File: src/rtl/stream_mux_pkg.sv
// stream_mux_pkg
//   Shared types and helpers for the registered N-to-1 stream multiplexer.
//   mux_mode_t   : external select vs. round-robin arbitration
//   lock_state_t : packet-lock state (IDLE between packets, LOCKED mid-packet)
//   wrap_inc     : (v + 1) mod n for channel indices
package stream_mux_pkg;

    typedef enum logic {MODE_SEL = 1'b0, MODE_RR = 1'b1} mux_mode_t;
    typedef enum logic {ST_IDLE, ST_LOCKED} lock_state_t;

    function automatic int unsigned wrap_inc(input int unsigned v, input int unsigned n);
        return (v + 1 >= n) ? 0 : v + 1;
    endfunction

endpackage

File: src/rtl/stream_mux_n_rr_arbiter.sv
// rr_arbiter
//   Purely combinational rotate-priority search. Picks the first set bit of
//   req starting at index ptr and wrapping N-1 -> 0. Holds no state; the
//   pointer is owned by the caller.
// Ports:
//   req       [N]      request vector
//   ptr       [SEL_W]  highest-priority index (must be < N)
//   gnt_valid          at least one request set
//   gnt_idx   [SEL_W]  granted index (0 when gnt_valid=0)
module rr_arbiter
    import stream_mux_pkg::*;
#(
    parameter  int N     = 4,
    localparam int SEL_W = $clog2(N)
) (
    input  logic [N-1:0]     req,
    input  logic [SEL_W-1:0] ptr,
    output logic             gnt_valid,
    output logic [SEL_W-1:0] gnt_idx
);

    // Walk offsets from farthest to nearest so the nearest requester
    // (smallest rotation from ptr) is the last write and wins.
    always_comb begin
        int unsigned idx;
        idx       = 0;
        gnt_valid = 1'b0;
        gnt_idx   = '0;
        for (int k = N - 1; k >= 0; k--) begin
            idx = int'(ptr) + k;
            if (idx >= N) idx = idx - N;
            if (req[idx]) begin
                gnt_valid = 1'b1;
                gnt_idx   = SEL_W'(idx);
            end
        end
    end

endmodule

File: src/rtl/stream_mux_n.sv
// stream_mux_n
//   Registered N-to-1 valid/ready stream mux with packet lock. The grant is
//   chosen by external select (mode=0) or round-robin (mode=1) while IDLE and
//   held until the granted channel's last beat has been accepted.
// Ports:
//   clk, rst_n          clock (rising), async active-low reset
//   mode, sel           0 = use sel, 1 = round-robin; sel ignored in RR
//   in_valid/last/data  N producer channels, data packed i*WIDTH +: WIDTH
//   in_ready            one-hot (or zero) ready back to producers
//   out_valid/data/last/ch  single output register and its source channel
//   out_ready           consumer ready
module stream_mux_n
    import stream_mux_pkg::*;
#(
    parameter int WIDTH = 16,
    parameter int N     = 4,
    parameter int SEL_W = $clog2(N)
) (
    input  logic               clk,
    input  logic               rst_n,
    input  logic               mode,
    input  logic [SEL_W-1:0]   sel,
    input  logic [N-1:0]       in_valid,
    input  logic [N-1:0]       in_last,
    input  logic [N*WIDTH-1:0] in_data,
    output logic [N-1:0]       in_ready,
    output logic               out_valid,
    output logic [WIDTH-1:0]   out_data,
    output logic               out_last,
    output logic [SEL_W-1:0]   out_ch,
    input  logic               out_ready
);

    lock_state_t      state;
    logic [SEL_W-1:0] grant_q;
    logic [SEL_W-1:0] rr_ptr;

    logic             arb_vld;
    logic [SEL_W-1:0] arb_idx;

    logic             space;
    logic             g_vld;
    logic [SEL_W-1:0] g;
    logic             g_in_valid;
    logic             g_last;
    logic [WIDTH-1:0] g_data;
    logic             xfer;

    rr_arbiter #(.N(N)) u_arb (
        .req       (in_valid),
        .ptr       (rr_ptr),
        .gnt_valid (arb_vld),
        .gnt_idx   (arb_idx)
    );

    // Ready is held low during reset so producers never see a handshake
    // that the register bank is not able to take.
    assign space = (!out_valid || out_ready) && rst_n;

    // Effective grant: lock wins, otherwise the mode picks a candidate.
    always_comb begin
        g_vld = 1'b0;
        g     = '0;
        if (state == ST_LOCKED) begin
            g_vld = 1'b1;
            g     = grant_q;
        end else if (mux_mode_t'(mode) == MODE_RR) begin
            g_vld = arb_vld;
            g     = arb_idx;
        end else if (int'(sel) < N) begin
            // sel >= N only reachable when N is not a power of two
            g_vld = 1'b1;
            g     = sel;
        end
    end

    // Steer the granted channel; ready depends only on grant and space,
    // never on the same channel's valid.
    always_comb begin
        g_in_valid = 1'b0;
        g_last     = 1'b0;
        g_data     = '0;
        in_ready   = '0;
        for (int i = 0; i < N; i++) begin
            if (g_vld && g == SEL_W'(i)) begin
                g_in_valid  = in_valid[i];
                g_last      = in_last[i];
                g_data      = in_data[i*WIDTH +: WIDTH];
                in_ready[i] = space;
            end
        end
    end

    assign xfer = g_vld && g_in_valid && space;

    always_ff @(posedge clk or negedge rst_n) begin
        if (!rst_n) begin
            out_valid <= 1'b0;
            out_data  <= '0;
            out_last  <= 1'b0;
            out_ch    <= '0;
            state     <= ST_IDLE;
            grant_q   <= '0;
            rr_ptr    <= '0;
        end else begin
            if (xfer) begin
                out_valid <= 1'b1;
                out_data  <= g_data;
                out_last  <= g_last;
                out_ch    <= g;
                if (g_last) begin
                    // Packet end: release the lock and rotate priority past
                    // the channel that just finished.
                    state  <= ST_IDLE;
                    rr_ptr <= SEL_W'(wrap_inc(int'(g), N));
                end else begin
                    state   <= ST_LOCKED;
                    grant_q <= g;
                end
            end else if (out_ready) begin
                // Drain only; data/last/ch keep the last beat.
                out_valid <= 1'b0;
            end
        end
    end

endmodule

File: config.mk
export PLATFORM = sky130hd
export DESIGN_NAME = stream_mux_n
export DESIGN_NICKNAME = d
export VERILOG_FILES = /design/src/rtl/stream_mux_pkg.sv /design/src/rtl/stream_mux_n_rr_arbiter.sv /design/src/rtl/stream_mux_n.sv
export SDC_FILE = /design/constraint.sdc
export NUM_CORES = 1
export LEC_CHECK = 0
export CAP_MARGIN = 0
export CORE_ASPECT_RATIO = 1.1
export CORE_UTILIZATION = 60
export DETAILED_ROUTE_END_ITERATION = 10
export DONT_BUFFER_PORTS = 1
export MAX_ROUTING_LAYER = met4
export PLACE_DENSITY_LB_ADDON = 0.3
export SLEW_MARGIN = 20
export SYNTH_ARGS = -nofsm -noshare
export SYNTH_HDL_FRONTEND = slang
export SYNTH_HIERARCHICAL = 1
export SYNTH_SLANG_ARGS = --single-unit
File: constraint.sdc
create_clock -name clk -period 3.7 [get_ports clk]
set_clock_uncertainty 0.2 [all_clocks]
set_input_delay 0.555 -clock clk [delete_from_list [all_inputs] [get_ports clk]]
set_output_delay 0.555 -clock clk [all_outputs]
set_load 0.02 [all_outputs]
==> run summary <==
==================================================================================
Result of the run ................................................... finished, violations left
Violations in the final reports ..................................... negative hold slack
Routed via count divided by cell count ..............................         6.75
Unrepaired setup endpoints after global routing .....................        false
Time the final worst path needs with I/O delays and setup ...........      3.31 ns
Routed length per instance ..........................................      18.2 um
H-tree depth reported by CTS ........................................            1
Gate family responsible for the most delay along the worst path ..... compound AO/OA/AOI/OAI gates
Share of the yosys chip area belonging to registers .................        0.377
Largest fanout of any net on the critical path ......................           36
Worst r2r path cells ................................................           13
Fraction of post-synthesis cell area in the top cell type by area ...        0.377
Placement-stage cell area ...........................................   1680 sq um
Root Buffer ......................................................... sky130_fd_sc_hd__clkbuf_4
Worst supply voltage drop on vdd ....................................     0.675 mV
HPWL after detailed placement .......................................      3110 um
Number of global-route vias before repair ...........................         1447
Total via count after detailed routing ..............................         1518
DP Cell Count .......................................................          220
Biggest area contributors in the synthesized netlist ................ sky130_fd_sc_hd__dfrtp_1 38%, sky130_fd_sc_hd__a221oi_1 7.9%, sky130_fd_sc_hd__o21ai_0 6.6%
Final-stage net count ...............................................          277
Clock-pin transition on the worst setup and hold timing paths .......      0.14 ns
Gr ovfl total .......................................................            0
Achievable clock frequency ..........................................      302 MHz
Length of the first detailed-routing pass in iterations .............            4
Number of cells produced by synthesis ...............................          199
Std-Cell Core Area ..................................................   2570 sq um
I/O pins ............................................................          102
Most used cell, CP .................................................. sky130_fd_sc_hd__a211oi_1
Library cell occupying the most area in the post-synthesis netlist .. sky130_fd_sc_hd__dfrtp_1
Die outline area ....................................................   2980 sq um
Final design area excluding fillers .................................   1710 sq um
Final setup violation count .........................................            0
Synthesized Nets ....................................................          281
Leakage .............................................................     0.725 nW
Overall Global Routing Usage ........................................        0.294
Number of gates on the worst path with buffers counted ..............           13
Clock insertion delay at the later pin of the skew report ...........      0.32 ns
Number of distinct library cells after synthesis ....................           30
Crit path largest cell delay ........................................      0.47 ns
Post-synthesis instance area ........................................   1660 sq um
Core Rows ...........................................................           19
Buffering stage count on the worst path with inverters included .....            2
Number of clock buffers inserted by TritonCTS .......................            3
Share of the clock period used by the worst path after layout .......        0.894
Final worst setup slack .............................................     0.394 ns
Kind of path behind the tightest hold check .........................     in2async
Endpoint arrival time on the critical path ..........................      3.33 ns
Power Density ....................................................... 1010 nW/um^2
Max Buffers Root-to-Sink ............................................            2
Setup TNS Final .....................................................         0 ns
Detail Route Antenna Nets ...........................................            0
Die Span Y ..........................................................      57.2 um
Post-placement setup slack ..........................................     0.101 ns
Residual DRC count ..................................................            0
WP data required ....................................................      3.72 ns
Count of maximum capacitance violations .............................            0
Number of buffers inserted by port buffering ........................            0
Global-route wire length before repair ..............................      6530 um
Clock sink count ....................................................           25
WHS .................................................................  -0.00555 ns
Kind of end point of the critical path ..............................         flop
Critical path class .................................................      reg2reg
Drt initial violations ..............................................           47
Critical path startpoint category ...................................         flop
Maximum number of pins on one net before global-route repair ........           37
Slowest library cell on the worst path .............................. sky130_fd_sc_hd__dfrtp_1
Number of inserted diodes ...........................................            0
Post CTS Setup Buffer Count .........................................            0
Layout Cells excl Fill ..............................................          225
Worst slew slack as a fraction of its limit .........................        0.628
Overall die width ...................................................      52.2 um
Antenna violations before repair ....................................            0
CTS tree ............................................................          yes
Fraction of layout cells with a size suffix above 1 .................       0.0928
Count of final hold-check violations ................................            9
Signed area change from the synthesized netlist to the final layout .        3.16%
Number of storage elements in the synthesis netlist .................           25
Worst R2R Start .....................................................    rr_ptr[1]
Series of cell instances along the critical path .................... nor3b_1, a211oi_1, nor2_1, mux2i_1, o21a_1, inv_1, ha_1, buf_4, a211oi_1, o21ai_0, nand4_4, a221o_1, mux2_4
Critical path origin ................................................    rr_ptr[1]
Placer congestion estimate ..........................................        0.878
Slew of the pin with the lowest slew margin .........................     0.558 ns
Yosys synthesis warning count .......................................            6
Initial Utilization .................................................        0.647
Total wire length after detailed routing ............................      4100 um
Pins Over Slew Limit ................................................            0
Syn_area_per_cell ...................................................   8.35 sq um
==================================================================================
==> state kept, by name, summed over array words and instances, names as in the netlist <==
name,flops
out_ch,2
out_last,1
rr_ptr,2
out_valid,1
state,1
out_data,16
grant_q,2
==> synthesized netlist by cell type <==
| cell | count |
|---|---|
| sky130_fd_sc_hd__nand2_1 | 28 |
| sky130_fd_sc_hd__dfrtp_1 | 25 |
| sky130_fd_sc_hd__o21ai_0 | 22 |
| sky130_fd_sc_hd__a21oi_1 | 19 |
| sky130_fd_sc_hd__nor2b_1 | 17 |
| sky130_fd_sc_hd__a221oi_1 | 15 |
| sky130_fd_sc_hd__nor3_1 | 15 |
| sky130_fd_sc_hd__clkbuf_1 | 9 |
| sky130_fd_sc_hd__buf_2 | 6 |
| sky130_fd_sc_hd__inv_1 | 5 |
| sky130_fd_sc_hd__nor2_1 | 5 |
| sky130_fd_sc_hd__and2_1 | 4 |
| sky130_fd_sc_hd__ha_1 | 4 |
| sky130_fd_sc_hd__mux2i_1 | 3 |
| sky130_fd_sc_hd__nand2b_1 | 3 |
| sky130_fd_sc_hd__a211oi_1 | 2 |
| sky130_fd_sc_hd__a221o_1 | 2 |
| sky130_fd_sc_hd__a22oi_1 | 2 |
| sky130_fd_sc_hd__mux2_4 | 2 |
| sky130_fd_sc_hd__a211oi_2 | 1 |
| sky130_fd_sc_hd__a21boi_0 | 1 |
| sky130_fd_sc_hd__and3_4 | 1 |
| sky130_fd_sc_hd__buf_1 | 1 |
| sky130_fd_sc_hd__mux2_1 | 1 |
| sky130_fd_sc_hd__nand4_4 | 1 |
| sky130_fd_sc_hd__nor3b_1 | 1 |
| sky130_fd_sc_hd__o21a_1 | 1 |
| sky130_fd_sc_hd__o21ai_1 | 1 |
| sky130_fd_sc_hd__o41ai_1 | 1 |
| sky130_fd_sc_hd__or3b_4 | 1 |
==> per-stage QoR <==
step / utilization / total power [mW]
floorplan: - / 1.40
global placement: 0.654 / 1.54
detailed placement: 0.654 / 1.60
CTS: 0.668 / 1.73
global route: 0.668 / 1.90
finish: 0.668 / 1.74
==> placed cells by master, fill, tap and decap left out <==
| cell | instances |
|---|---|
| sky130_fd_sc_hd__o21ai_0 | 21 |
| sky130_fd_sc_hd__a221oi_1 | 15 |
| sky130_fd_sc_hd__o21a_1 | 1 |
| sky130_fd_sc_hd__nor3_1 | 15 |
| sky130_fd_sc_hd__a211oi_2 | 1 |
| sky130_fd_sc_hd__mux2i_1 | 3 |
| sky130_fd_sc_hd__buf_4 | 6 |
| sky130_fd_sc_hd__or3b_4 | 1 |
| sky130_fd_sc_hd__mux2_4 | 2 |
| sky130_fd_sc_hd__a21oi_1 | 19 |
| sky130_fd_sc_hd__clkinv_2 | 1 |
| sky130_fd_sc_hd__o41ai_1 | 1 |
| sky130_fd_sc_hd__dfrtp_1 | 25 |
| sky130_fd_sc_hd__buf_2 | 1 |
| sky130_fd_sc_hd__o21ai_1 | 1 |
| sky130_fd_sc_hd__clkbuf_4 | 3 |
| sky130_fd_sc_hd__nor2b_1 | 17 |
| sky130_fd_sc_hd__a21boi_0 | 1 |
| sky130_fd_sc_hd__ha_1 | 4 |
| sky130_fd_sc_hd__nor3b_1 | 1 |
| sky130_fd_sc_hd__nand2_1 | 28 |
| sky130_fd_sc_hd__nand4_4 | 1 |
| sky130_fd_sc_hd__and2_1 | 4 |
| sky130_fd_sc_hd__o21ai_2 | 1 |
| sky130_fd_sc_hd__inv_1 | 5 |
| sky130_fd_sc_hd__a221o_1 | 2 |
| sky130_fd_sc_hd__a22oi_1 | 2 |
| sky130_fd_sc_hd__nand2b_1 | 3 |
| sky130_fd_sc_hd__mux2_1 | 1 |
| sky130_fd_sc_hd__nor2_1 | 5 |
| sky130_fd_sc_hd__a211oi_1 | 2 |
| sky130_fd_sc_hd__and3_4 | 1 |
==> report_power, final <==
group	switching [mW]	total, mW	internal (mW)	leakage, nW
combinational	0.580	1.00	0.423	0.391
sequential	0.211	0.606	0.395	0.316
clock	0.0862	0.127	0.0405	0.0177
total	0.877	1.74	0.859	0.725
==> what timing repair did <==
| item | in CTS | in global routing |
|---|---|---|
| hold buffers | 1 | 0 |
| endpoints found under the hold margin | 25 | 0 |
| endpoints found under the setup margin | 0 | 19 |
| gates resized for setup | 0 | 2 |
==> area by class of cell <==
cell class / count / area [sq um]
Clock inverter: 1 / 5.00
Inverter: 5 / 18.8
Clock buffer: 3 / 22.5
Tap cell: 31 / 38.8
Sequential cell: 25 / 626
Multi-Input combinational cell: 153 / 953
Timing Repair Buffer: 7 / 50.0
Fill cell: 229 / 853
==> cell families (layout without fill, tap and decap cells) <==
kind of cell	after synthesis	count (layout)	share of synthesized area
and+or+nand+nor	76	76	0.241
AOI/OAI and AO/OA	67	67	0.258
DFF	25	25	0.377
buffers and inverters	21	16	0.0520
muxes	6	6	0.0429
adders and majority gates	4	4	0.0301
==> path summary, 6_finish.rpt <==
kind / end / slack [ns]
max reg2reg: grant_q[1] / 0.39
min in group clk: out_data[4] / 0.22
min reg2reg: grant_q[0] / 0.34
max: grant_q[1] / 0.39
min: out_data[13] / -0.006
max in group asynchronous: out_data[15] / 2.94
==> metal layers <==
layer,track usage,vias to the layer above,wire length [um]
met4,0.0714,0,47
met3,0.0667,6,424
met2,0.476,90,2020
li1,-,707,-
met5,-,-,0
met1,0.371,715,1610
(Power assumes the default switching activity.)
